--- src/rtl/pc_sequencer_if.sv ---
// Request/result bundle between the hazard, branch and decode logic and the next-PC sequencer.
// The master drives the requests and the current PC. The slave (the sequencer) drives the results.
interface pc_sequencer_if #(
  parameter int unsigned PC_W = 8
);
  logic [PC_W-1:0] pc_cur;
  logic            stall;
  logic            br_taken;
  logic [PC_W-1:0] br_target;
  logic            jmp;
  logic [PC_W-1:0] jmp_target;
  logic            halt_req;
  logic            resume;
  logic            exc;
  logic [PC_W-1:0] pc_next;
  logic            flush;
  logic            halted;
  logic [PC_W-1:0] epc;
  logic [7:0]      redirect_cnt;
  logic [1:0]      state;

  modport master (
    output pc_cur, stall, br_taken, br_target, jmp, jmp_target, halt_req, resume, exc,
    input  pc_next, flush, halted, epc, redirect_cnt, state
  );

  modport slave (
    input  pc_cur, stall, br_taken, br_target, jmp, jmp_target, halt_req, resume, exc,
    output pc_next, flush, halted, epc, redirect_cnt, state
  );
endinterface

--- src/rtl/pc_sequencer.sv ---
// Next-PC controller for the 8-bit PC register. It selects pc_next from redirect, stall, halt and
// exception requests, and it owns the flush, halt state, exception PC capture and redirect counter.
module pc_sequencer #(
  parameter int unsigned     PC_W      = 8,
  parameter logic [PC_W-1:0] INC       = 8'd2,
  parameter logic [PC_W-1:0] RESET_VEC = 8'h00,
  parameter logic [PC_W-1:0] EXC_VEC   = 8'hF0
) (
  input logic           clk,
  input logic           rst,
  pc_sequencer_if.slave bus
);

  typedef enum logic [1:0] {
    ST_BOOT  = 2'd0,
    ST_RUN   = 2'd1,
    ST_FLUSH = 2'd2,
    ST_HALT  = 2'd3
  } state_e;

  state_e          state_r;
  state_e          next_state_s;
  logic [PC_W-1:0] epc_r;
  logic [7:0]      redirect_cnt_r;
  logic [PC_W-1:0] pc_next_s;
  logic [PC_W-1:0] pc_inc_s;
  logic            flush_s;
  logic            epc_load_s;
  logic            cnt_bump_s;

  // Sequential increment wraps modulo 2^PC_W.
  assign pc_inc_s = bus.pc_cur + INC;

  // Next-state, next-PC and side-effect decode.
  always_comb begin
    next_state_s = state_r;
    pc_next_s    = RESET_VEC;
    flush_s      = 1'b0;
    epc_load_s   = 1'b0;
    cnt_bump_s   = 1'b0;
    if (rst) begin
      next_state_s = ST_BOOT;
      pc_next_s    = RESET_VEC;
      flush_s      = 1'b1;
    end else begin
      case (state_r)
        ST_BOOT: begin
          pc_next_s    = RESET_VEC;
          flush_s      = 1'b1;
          next_state_s = ST_RUN;
        end
        ST_RUN: begin
          if (bus.exc) begin
            pc_next_s    = EXC_VEC;
            flush_s      = 1'b1;
            epc_load_s   = 1'b1;
            cnt_bump_s   = 1'b1;
            next_state_s = ST_FLUSH;
          end else if (bus.br_taken) begin
            pc_next_s    = bus.br_target;
            flush_s      = 1'b1;
            cnt_bump_s   = 1'b1;
            next_state_s = ST_FLUSH;
          end else if (bus.jmp) begin
            pc_next_s    = bus.jmp_target;
            flush_s      = 1'b1;
            cnt_bump_s   = 1'b1;
            next_state_s = ST_FLUSH;
          end else if (bus.stall) begin
            // A stalled halt instruction is not yet valid, so stall wins.
            pc_next_s = bus.pc_cur;
          end else if (bus.halt_req) begin
            pc_next_s    = bus.pc_cur;
            next_state_s = ST_HALT;
          end else begin
            pc_next_s = pc_inc_s;
          end
        end
        ST_FLUSH: begin
          flush_s = 1'b1;
          if (bus.exc) begin
            pc_next_s  = EXC_VEC;
            epc_load_s = 1'b1;
            cnt_bump_s = 1'b1;
          end else begin
            pc_next_s    = pc_inc_s;
            next_state_s = ST_RUN;
          end
        end
        ST_HALT: begin
          if (bus.exc) begin
            pc_next_s    = EXC_VEC;
            flush_s      = 1'b1;
            epc_load_s   = 1'b1;
            cnt_bump_s   = 1'b1;
            next_state_s = ST_FLUSH;
          end else if (bus.resume) begin
            pc_next_s    = bus.pc_cur;
            next_state_s = ST_RUN;
          end else begin
            pc_next_s = bus.pc_cur;
          end
        end
        default: begin
          pc_next_s    = RESET_VEC;
          flush_s      = 1'b1;
          next_state_s = ST_BOOT;
        end
      endcase
    end
  end

  // State, exception PC and saturating redirect counter.
  always_ff @(posedge clk) begin
    if (rst) begin
      state_r        <= ST_BOOT;
      epc_r          <= '0;
      redirect_cnt_r <= 8'd0;
    end else begin
      state_r <= next_state_s;
      if (epc_load_s) begin
        epc_r <= bus.pc_cur;
      end else begin
        epc_r <= epc_r;
      end
      if (cnt_bump_s && (redirect_cnt_r != 8'hFF)) begin
        redirect_cnt_r <= redirect_cnt_r + 8'd1;
      end else begin
        redirect_cnt_r <= redirect_cnt_r;
      end
    end
  end

  assign bus.pc_next      = pc_next_s;
  assign bus.flush        = flush_s;
  assign bus.halted       = (state_r == ST_HALT) && !rst;
  assign bus.epc          = epc_r;
  assign bus.redirect_cnt = redirect_cnt_r;
  assign bus.state        = state_r;

endmodule

--- src/flat_wrapper.sv ---
// flat-port wrapper written by rule: the top's interface ports become plain ports
module pc_sequencer_flat 
#(
  parameter int unsigned     PC_W      = 8,
  parameter logic [PC_W-1:0] INC       = 8'd2,
  parameter logic [PC_W-1:0] RESET_VEC = 8'h00,
  parameter logic [PC_W-1:0] EXC_VEC   = 8'hF0
)
  (clk, rst, bus_pc_cur, bus_stall, bus_br_taken, bus_br_target, bus_jmp, bus_jmp_target, bus_halt_req, bus_resume, bus_exc, bus_pc_next, bus_flush, bus_halted, bus_epc, bus_redirect_cnt, bus_state);
  pc_sequencer_if #(.PC_W(PC_W)) bus_i ();
  input logic clk;
  input logic rst;
  input wire logic [$bits(bus_i.pc_cur)-1:0] bus_pc_cur;
  input wire logic [$bits(bus_i.stall)-1:0] bus_stall;
  input wire logic [$bits(bus_i.br_taken)-1:0] bus_br_taken;
  input wire logic [$bits(bus_i.br_target)-1:0] bus_br_target;
  input wire logic [$bits(bus_i.jmp)-1:0] bus_jmp;
  input wire logic [$bits(bus_i.jmp_target)-1:0] bus_jmp_target;
  input wire logic [$bits(bus_i.halt_req)-1:0] bus_halt_req;
  input wire logic [$bits(bus_i.resume)-1:0] bus_resume;
  input wire logic [$bits(bus_i.exc)-1:0] bus_exc;
  output wire logic [$bits(bus_i.pc_next)-1:0] bus_pc_next;
  output wire logic [$bits(bus_i.flush)-1:0] bus_flush;
  output wire logic [$bits(bus_i.halted)-1:0] bus_halted;
  output wire logic [$bits(bus_i.epc)-1:0] bus_epc;
  output wire logic [$bits(bus_i.redirect_cnt)-1:0] bus_redirect_cnt;
  output wire logic [$bits(bus_i.state)-1:0] bus_state;
  assign bus_i.pc_cur = bus_pc_cur;
  assign bus_i.stall = bus_stall;
  assign bus_i.br_taken = bus_br_taken;
  assign bus_i.br_target = bus_br_target;
  assign bus_i.jmp = bus_jmp;
  assign bus_i.jmp_target = bus_jmp_target;
  assign bus_i.halt_req = bus_halt_req;
  assign bus_i.resume = bus_resume;
  assign bus_i.exc = bus_exc;
  assign bus_pc_next = bus_i.pc_next;
  assign bus_flush = bus_i.flush;
  assign bus_halted = bus_i.halted;
  assign bus_epc = bus_i.epc;
  assign bus_redirect_cnt = bus_i.redirect_cnt;
  assign bus_state = bus_i.state;
  pc_sequencer #(.PC_W(PC_W), .INC(INC), .RESET_VEC(RESET_VEC), .EXC_VEC(EXC_VEC)) u_core (.clk(clk), .rst(rst), .bus(bus_i));
endmodule
--- config.mk ---
export PLATFORM = sky130hd
export DESIGN_NAME = pc_sequencer_flat
export DESIGN_NICKNAME = d
export VERILOG_FILES = /design/src/rtl/pc_sequencer_if.sv /design/src/rtl/pc_sequencer.sv /design/src/flat_wrapper.sv
export SDC_FILE = /design/constraint.sdc
export NUM_CORES = 1
export LEC_CHECK = 0
export BUFFER_PORTS_ARGS = -buffer_cell sky130_fd_sc_hd__buf_2
export CORE_ASPECT_RATIO = 1.75
export CORE_MARGIN = 5
export CORE_UTILIZATION = 49
export CTS_BUF_LIST = sky130_fd_sc_hd__clkbuf_8
export DETAILED_ROUTE_END_ITERATION = 12
export GPL_TIMING_DRIVEN = 0
export PLACE_DENSITY = 0.82
export SYNTH_ARGS = -nofsm -noshare
export SYNTH_HDL_FRONTEND = slang
export SYNTH_SLANG_ARGS = --single-unit
--- constraint.sdc ---
create_clock -name clk -period 2.4 [get_ports clk]
set_input_delay 0.48 -clock clk [delete_from_list [all_inputs] [get_ports clk]]
set_output_delay 0.48 -clock clk [all_outputs]
set_load 0.01 [all_outputs]
==> impl_metrics.ini, run 1 <==
[power_and_ir_drop]
power_density_nw_per_um2 = 467
power_leakage_uw = 0.000810
finalPower_uw = 853
vdd_ir_drop_max_uv = 332

[clock_network]
clk_pin_slew_worst_paths_ns = 0.07
cts_buffers = 3
cts_setup_buffers = 0
cts_sinks = 18
cts_hold_buf = 0
clk_latency_ns = 0.25
cts_tree = yes
cts_htree_levels = 1
root_buffer = clkbuf_8
clock_path_buffers = 2

[logic_synthesis]
syn_area_um2 = 1430
synth.net_count = 215
ys_seq_area_frac = 0.253
synth_edf_count = 0
avgSynthCellArea_um2 = 7.88
async_flop_share = 0
yosysUniqueCellTypes = 48
syn_inst = 181
synth_flop_cell = dfxtp_1
synth.ff_latch_count = 18
ys_warn_count = 0

[worst_setup_path]
startpoint_type = flop
cp_max_fo = 10
criticalPathCategory = flop to output pin
path_depth = 6
cpLargestDelayFamily = simple AND/OR/NAND/NOR gates
worstSetupEndpointType = output pin
timing.critical_path.mode_cell = buf_2
path_buf_inv = 2
cp.required_ns = 1.92
rr_worst_depth = 5
crit_path_cell_trace = buf_2 -> nand2b_1 -> or4_1 -> o211a_1 -> o31ai_1 -> buf_2
max_stage_delay_ns = 0.52
crit_slowest_cell = or4_1
cp.arrival_ns = 1.87

[routing]
ant_nets = 0
drtIter0Drc = 55
routed_via_density = 6.34
wl_per_cell_um = 15.9
dr.pass1.iters = 4
drc = 0
route.vias.total = 1705
drt_wl_total_mm = 4.28

[final_layout]
layout.area.seq_um2 = 360
multi_input_area_um2 = 1010
nets = 276
fill_cells = 263
drive_above_1_share = 0.344
antenna_cells = 0
final_cell_area_um2 = 1830
area.growth.synth_to_final_pct = 28.1

[timing]
finalMaxSlewViolations = 0
skew_ns = 0.00155
worst_slew_margin_rel = 0.615
period_needed_ns = 2.35
tightest_slew_ns = 0.562
timing.fmax_mhz = 425
setup_viol = 0
final.setup.tns_ns = 0
hold_viol = 0
rsz0062_at_grt = no
fin_crit_sh = 0.981

[die]
die-area_um2 = 4130
coreArea_um2 = 2860
initial_core_util = 0.498
die_w_um = 50.8
rows = 26
fp.dieH_um = 81.4
io-pin-count = 60

[global_routing]
grt_pass1_vias = 1540
overflow = 0
grt_max_degree = 11
grt_pass1_wl_mm = 6.73
grt_usage = 0.202
antenna_found_initial = 0

[outcome]
status = finished clean

[placed_design]
port_buffers = 57
placed_area_um2 = 1750
hpwl_mm = 3.44
place.gp.congestion = 0.854

[run]
drv_cap = 0

[min_path]
holdPathStages = 1
worstHoldPathType = flop to flop
==> registers in the layout (all words and copies together), names as in the netlist <==
signal                   cells
u_core.bus.redirect_cnt      8
u_core.bus.epc               8
u_core.bus.state             2
==> where the power goes <==
group	switching, uW	internal, uW
clock	99.2	146
combinational	152	119
sequential	19.2	317
==> path summary, 6_finish.rpt <==
kind | startpoint | to | slack, ns
max reg2reg | u_core.bus.state[1] | u_core.bus.epc[0] | 0.51
min | u_core.bus.epc[5] | u_core.bus.epc[5] | 0.49
max | u_core.bus.state[1] | bus_pc_next[6] | 0.05
min reg2reg | u_core.bus.epc[5] | u_core.bus.epc[5] | 0.49
==> through the flow <==
stage,setup slack [ns],hold slack [ns],utilization,std cells
3_3_place_gp,-0.0901,0.471,0.610,266
4_1_cts,0.0221,0.489,0.632,270
6_report,0.0466,0.486,0.638,269
5_1_grt,0.00139,0.497,0.638,269
2_1_floorplan,0.303,0.515,-,181
3_5_place_dp,-0.100,0.472,0.610,266
==> per-layer routing <==
layer / vias up / wire length, um / global-route usage / share of wire
met5: - / 0 / 0 / 0
li1: 824 / - / - / -
met4: 0 / 88 / 0.0972 / 0.021
met3: 7 / 305 / 0.0165 / 0.071
met1: 787 / 1500 / 0.206 / 0.35
met2: 87 / 2390 / 0.393 / 0.56
==> cells in the mapped netlist (3+ instances only) <==
master    number  area [um^2]
a21oi_1        8         40.0
a31o_2         6         52.6
and3_1         7         43.8
buf_2          3         15.0
clkbuf_1       7         26.3
dfxtp_1       18          360
inv_1          7         26.3
mux2_2         4         45.0
nand2_1        6         22.5
nand2b_1       7         43.8
nand3_1        6         30.0
nor2_1         7         26.3
nor2b_1        9         56.3
nor3_1        12         60.1
nor3b_1        3         22.5
o211ai_1       5         37.5
o21a_1         3         22.5
o21ai_0        8         40.0
o311ai_0       3         26.3
o41ai_1        3         26.3
or3_1          4         25.0
or4_1          4         30.0
xnor2_1        5         43.8
==> cells in the final DEF (no fill, tap or decap), drive strengths merged, types with 2 or more instances in the layout <==
master  Yosys  final
buf         4     61
dfxtp      18     18
nor3       12     12
clkbuf      7     10
nor2b       9      9
a21oi       8      8
o21ai       8      8
nor2        8      8
nand2b      7      7
inv         7      7
and3        7      7
nand2       6      6
a31o        6      6
nand3       6      6
o211ai      5      5
xnor2       5      5
o311ai      5      5
or3         4      4
or4         4      4
mux2        4      4
nor3b       3      3
o21a        3      3
o41ai       3      3
o31a        2      2
nor4        2      2
nand4b      2      2
o31ai       2      2
a22o        2      2
a21o        2      2
a32oi       2      2
nand4       2      2
a211oi      2      2
ha          2      2
==> cell type report <==
type | count | share of cell area
Tap cell | 28 | 0.0192
Timing Repair Buffer | 57 | 0.156
Buffer | 10 | 0.0288
Sequential cell | 18 | 0.197
Clock buffer | 4 | 0.0301
Multi-Input combinational cell | 145 | 0.554
Inverter | 7 | 0.0144
==> kinds of logic after synthesis <==
group / synth area share
flops: 0.253
simple gates: 0.296
xor+xnor: 0.0307
mux: 0.0386
compound gates: 0.310
buf+inv: 0.0553
fa+ha+maj: 0.0175
==> timing repair <==
| action | 4_1_cts | 5_1_grt |
|---|---|---|
| setup endpoints to repair | 3 | 4 |
| gates resized for setup | 4 | 4 |
| cloned | 0 | 0 |
Power figures use the tool's default switching activity.
==> run 2: changes to the inputs <==
Settings changed: CORE_MARGIN 5 to 1.5.
==> run 2 against run 1 <==
  * Critical path depth is the same
  * Non-clock buffer count is the same
  * Global-route usage grew 8.1 points
  * Core utilization grew 3.5 points
  * Fmax grew 1.7%
  * Sequential share of layout area is essentially flat
  * Register-to-register slack is essentially flat
  * Critical endpoint is now bus_pc_next[0]
  * Largest cell class unchanged
  * Largest power group unchanged
==> impl_metrics.ini, run 2 (same netlist as run 1, synthesis figures left out) <==
[worst_setup_path]
criticalPathCategory = primary input to output pin
rrSetupSlack_ns = 0.50
cp.arrival_ns = 1.83
cp.required_ns = 1.92
worstSetupEndpointType = output pin
startpoint_type = primary input
cp_max_fo = 10
rr_worst_depth = 5
r2r_start = u_core.bus.redirect_cnt[0]
r2r_end = u_core.bus.redirect_cnt[1]

[min_path]
hold_start = bus_resume
holdPathStages = 3
worstHoldPathType = primary input to flop
min_to = u_core.bus.state[1]

[placed_design]
hpwl_mm = 3.37
place.gp.congestion = 0.981
port_buffers = 57

[timing]
fin_crit_sh = 0.964
worst_slew_margin_rel = 0.564
finalMaxSlewViolations = 0
final.setup.tns_ns = 0
hold_viol = 0
skew_ns = 0.00244
tightest_slew_ns = 0.637
period_needed_ns = 2.31
rsz0062_at_grt = no
timing.fmax_mhz = 432
setup_viol = 0

[clock_network]
cts_tree = yes
cts_buffers = 3
cts_sinks = 18
clk_latency_ns = 0.26
clk_pin_slew_worst_paths_ns = 0.07
cts_setup_buffers = 0
clock_path_buffers = 2
root_buffer = clkbuf_8
cts_htree_levels = 1

[die]
rows = 25
io-pin-count = 60
coreArea_um2 = 2720
die_w_um = 43.8
initial_core_util = 0.524
fp.dieH_um = 74.4
die-area_um2 = 3260

[routing]
routed_via_density = 6.44
drt_wl_total_mm = 4.38
dr.pass1.iters = 4
wl_per_cell_um = 16.3
route.vias.total = 1725
ant_nets = 0
drtIter0Drc = 51
drc = 0

[power_and_ir_drop]
vdd_ir_drop_max_uv = 263
power_density_nw_per_um2 = 470
power_leakage_uw = 0.000810
finalPower_uw = 861

[global_routing]
grt_pass1_vias = 1616
grt_max_degree = 11
antenna_found_initial = 0
overflow = 0
grt_usage = 0.283
grt_pass1_wl_mm = 7.09

[final_layout]
nets = 276
final_common_cell = buf_2
area.growth.synth_to_final_pct = 28.4
drive_above_1_share = 0.353
final_cell_mix = buf_2 (60), dfxtp_1 (17), nor3_1 (12), nor2b_1 (9)
antenna_cells = 0

[run]
drv_cap = 0

[outcome]
status = finished clean
run 2: cell counts in the layout (fill, tap and decap cells not counted):
Identical to the previous run, type by type.
run 2: how the worst max path moves through the flow:
| stage | from | to | slack [ns] | cells after the start |
|---|---|---|---|---|
| after floorplan | bus_halt_req | bus_pc_next[7] | 0.30 | 5 |
| after CTS | bus_pc_cur[1] | bus_pc_next[7] | 0.04 | 7 |
| after global routing | bus_br_taken | bus_pc_next[4] | 0.008 | 7 |
| after global placement | rst | bus_pc_next[5] | -0.07 | 7 |
| after detailed placement | bus_pc_cur[1] | bus_pc_next[7] | -0.05 | 7 |
| final | bus_br_taken | bus_pc_next[0] | 0.09 | 6 |
run 2: what timing repair did:
action / 4_1_cts / 5_1_grt
cloned: 0 / 0
pin swaps: 0 / 0
hold buffers: 0 / 0
endpoints found under the setup margin: 3 / 4
resized for setup: 4 / 9
run 2: report_power, final:
part / leakage [uW] / internal, uW / switching [uW]
clock network: 0.0000288 / 146 / 102
logic: 0.000634 / 121 / 155
registers: 0.000147 / 318 / 19.3
total: 0.000810 / 585 / 277
run 2: worst max-delay path: stages:
cell	delay, ns
buf_2	0.18
clkbuf_1	0.46
mux2i_1	0.29
a2bb2oi_1	0.21
nor3_1	0.07
buf_2	0.15
run 2: final cells by class:
cell class | count | area (um^2)
buffer | 10 | 55.1
clock buffer | 4 | 55.1
fill | 275 | 890
inverter | 7 | 26.3
multi-input combinational | 145 | 1010
sequential | 18 | 362
tap | 27 | 33.8
timing repair buffer | 57 | 285
run 2: through the flow:
stage               instance area (um^2)  instances  setup slack, ns   util  hold slack [ns]
CTS                                 1810        269           0.0401  0.665            0.488
finish                              1830        268           0.0868  0.673            0.484
detailed placement                  1750        265          -0.0513  0.641            0.476
floorplan                           1430        181            0.303      -            0.515
global route                        1830        268          0.00831  0.673            0.511
global placement                    1750        265          -0.0691  0.641            0.472
run 2: routing by layer:
metal / share of wire / global-route usage / wire, um
met5: 0 / 0 / 0
met2: 0.54 / 0.511 / 2350
met3: 0.045 / 0.0267 / 196
met1: 0.38 / 0.299 / 1660
met4: 0.040 / 0.189 / 174
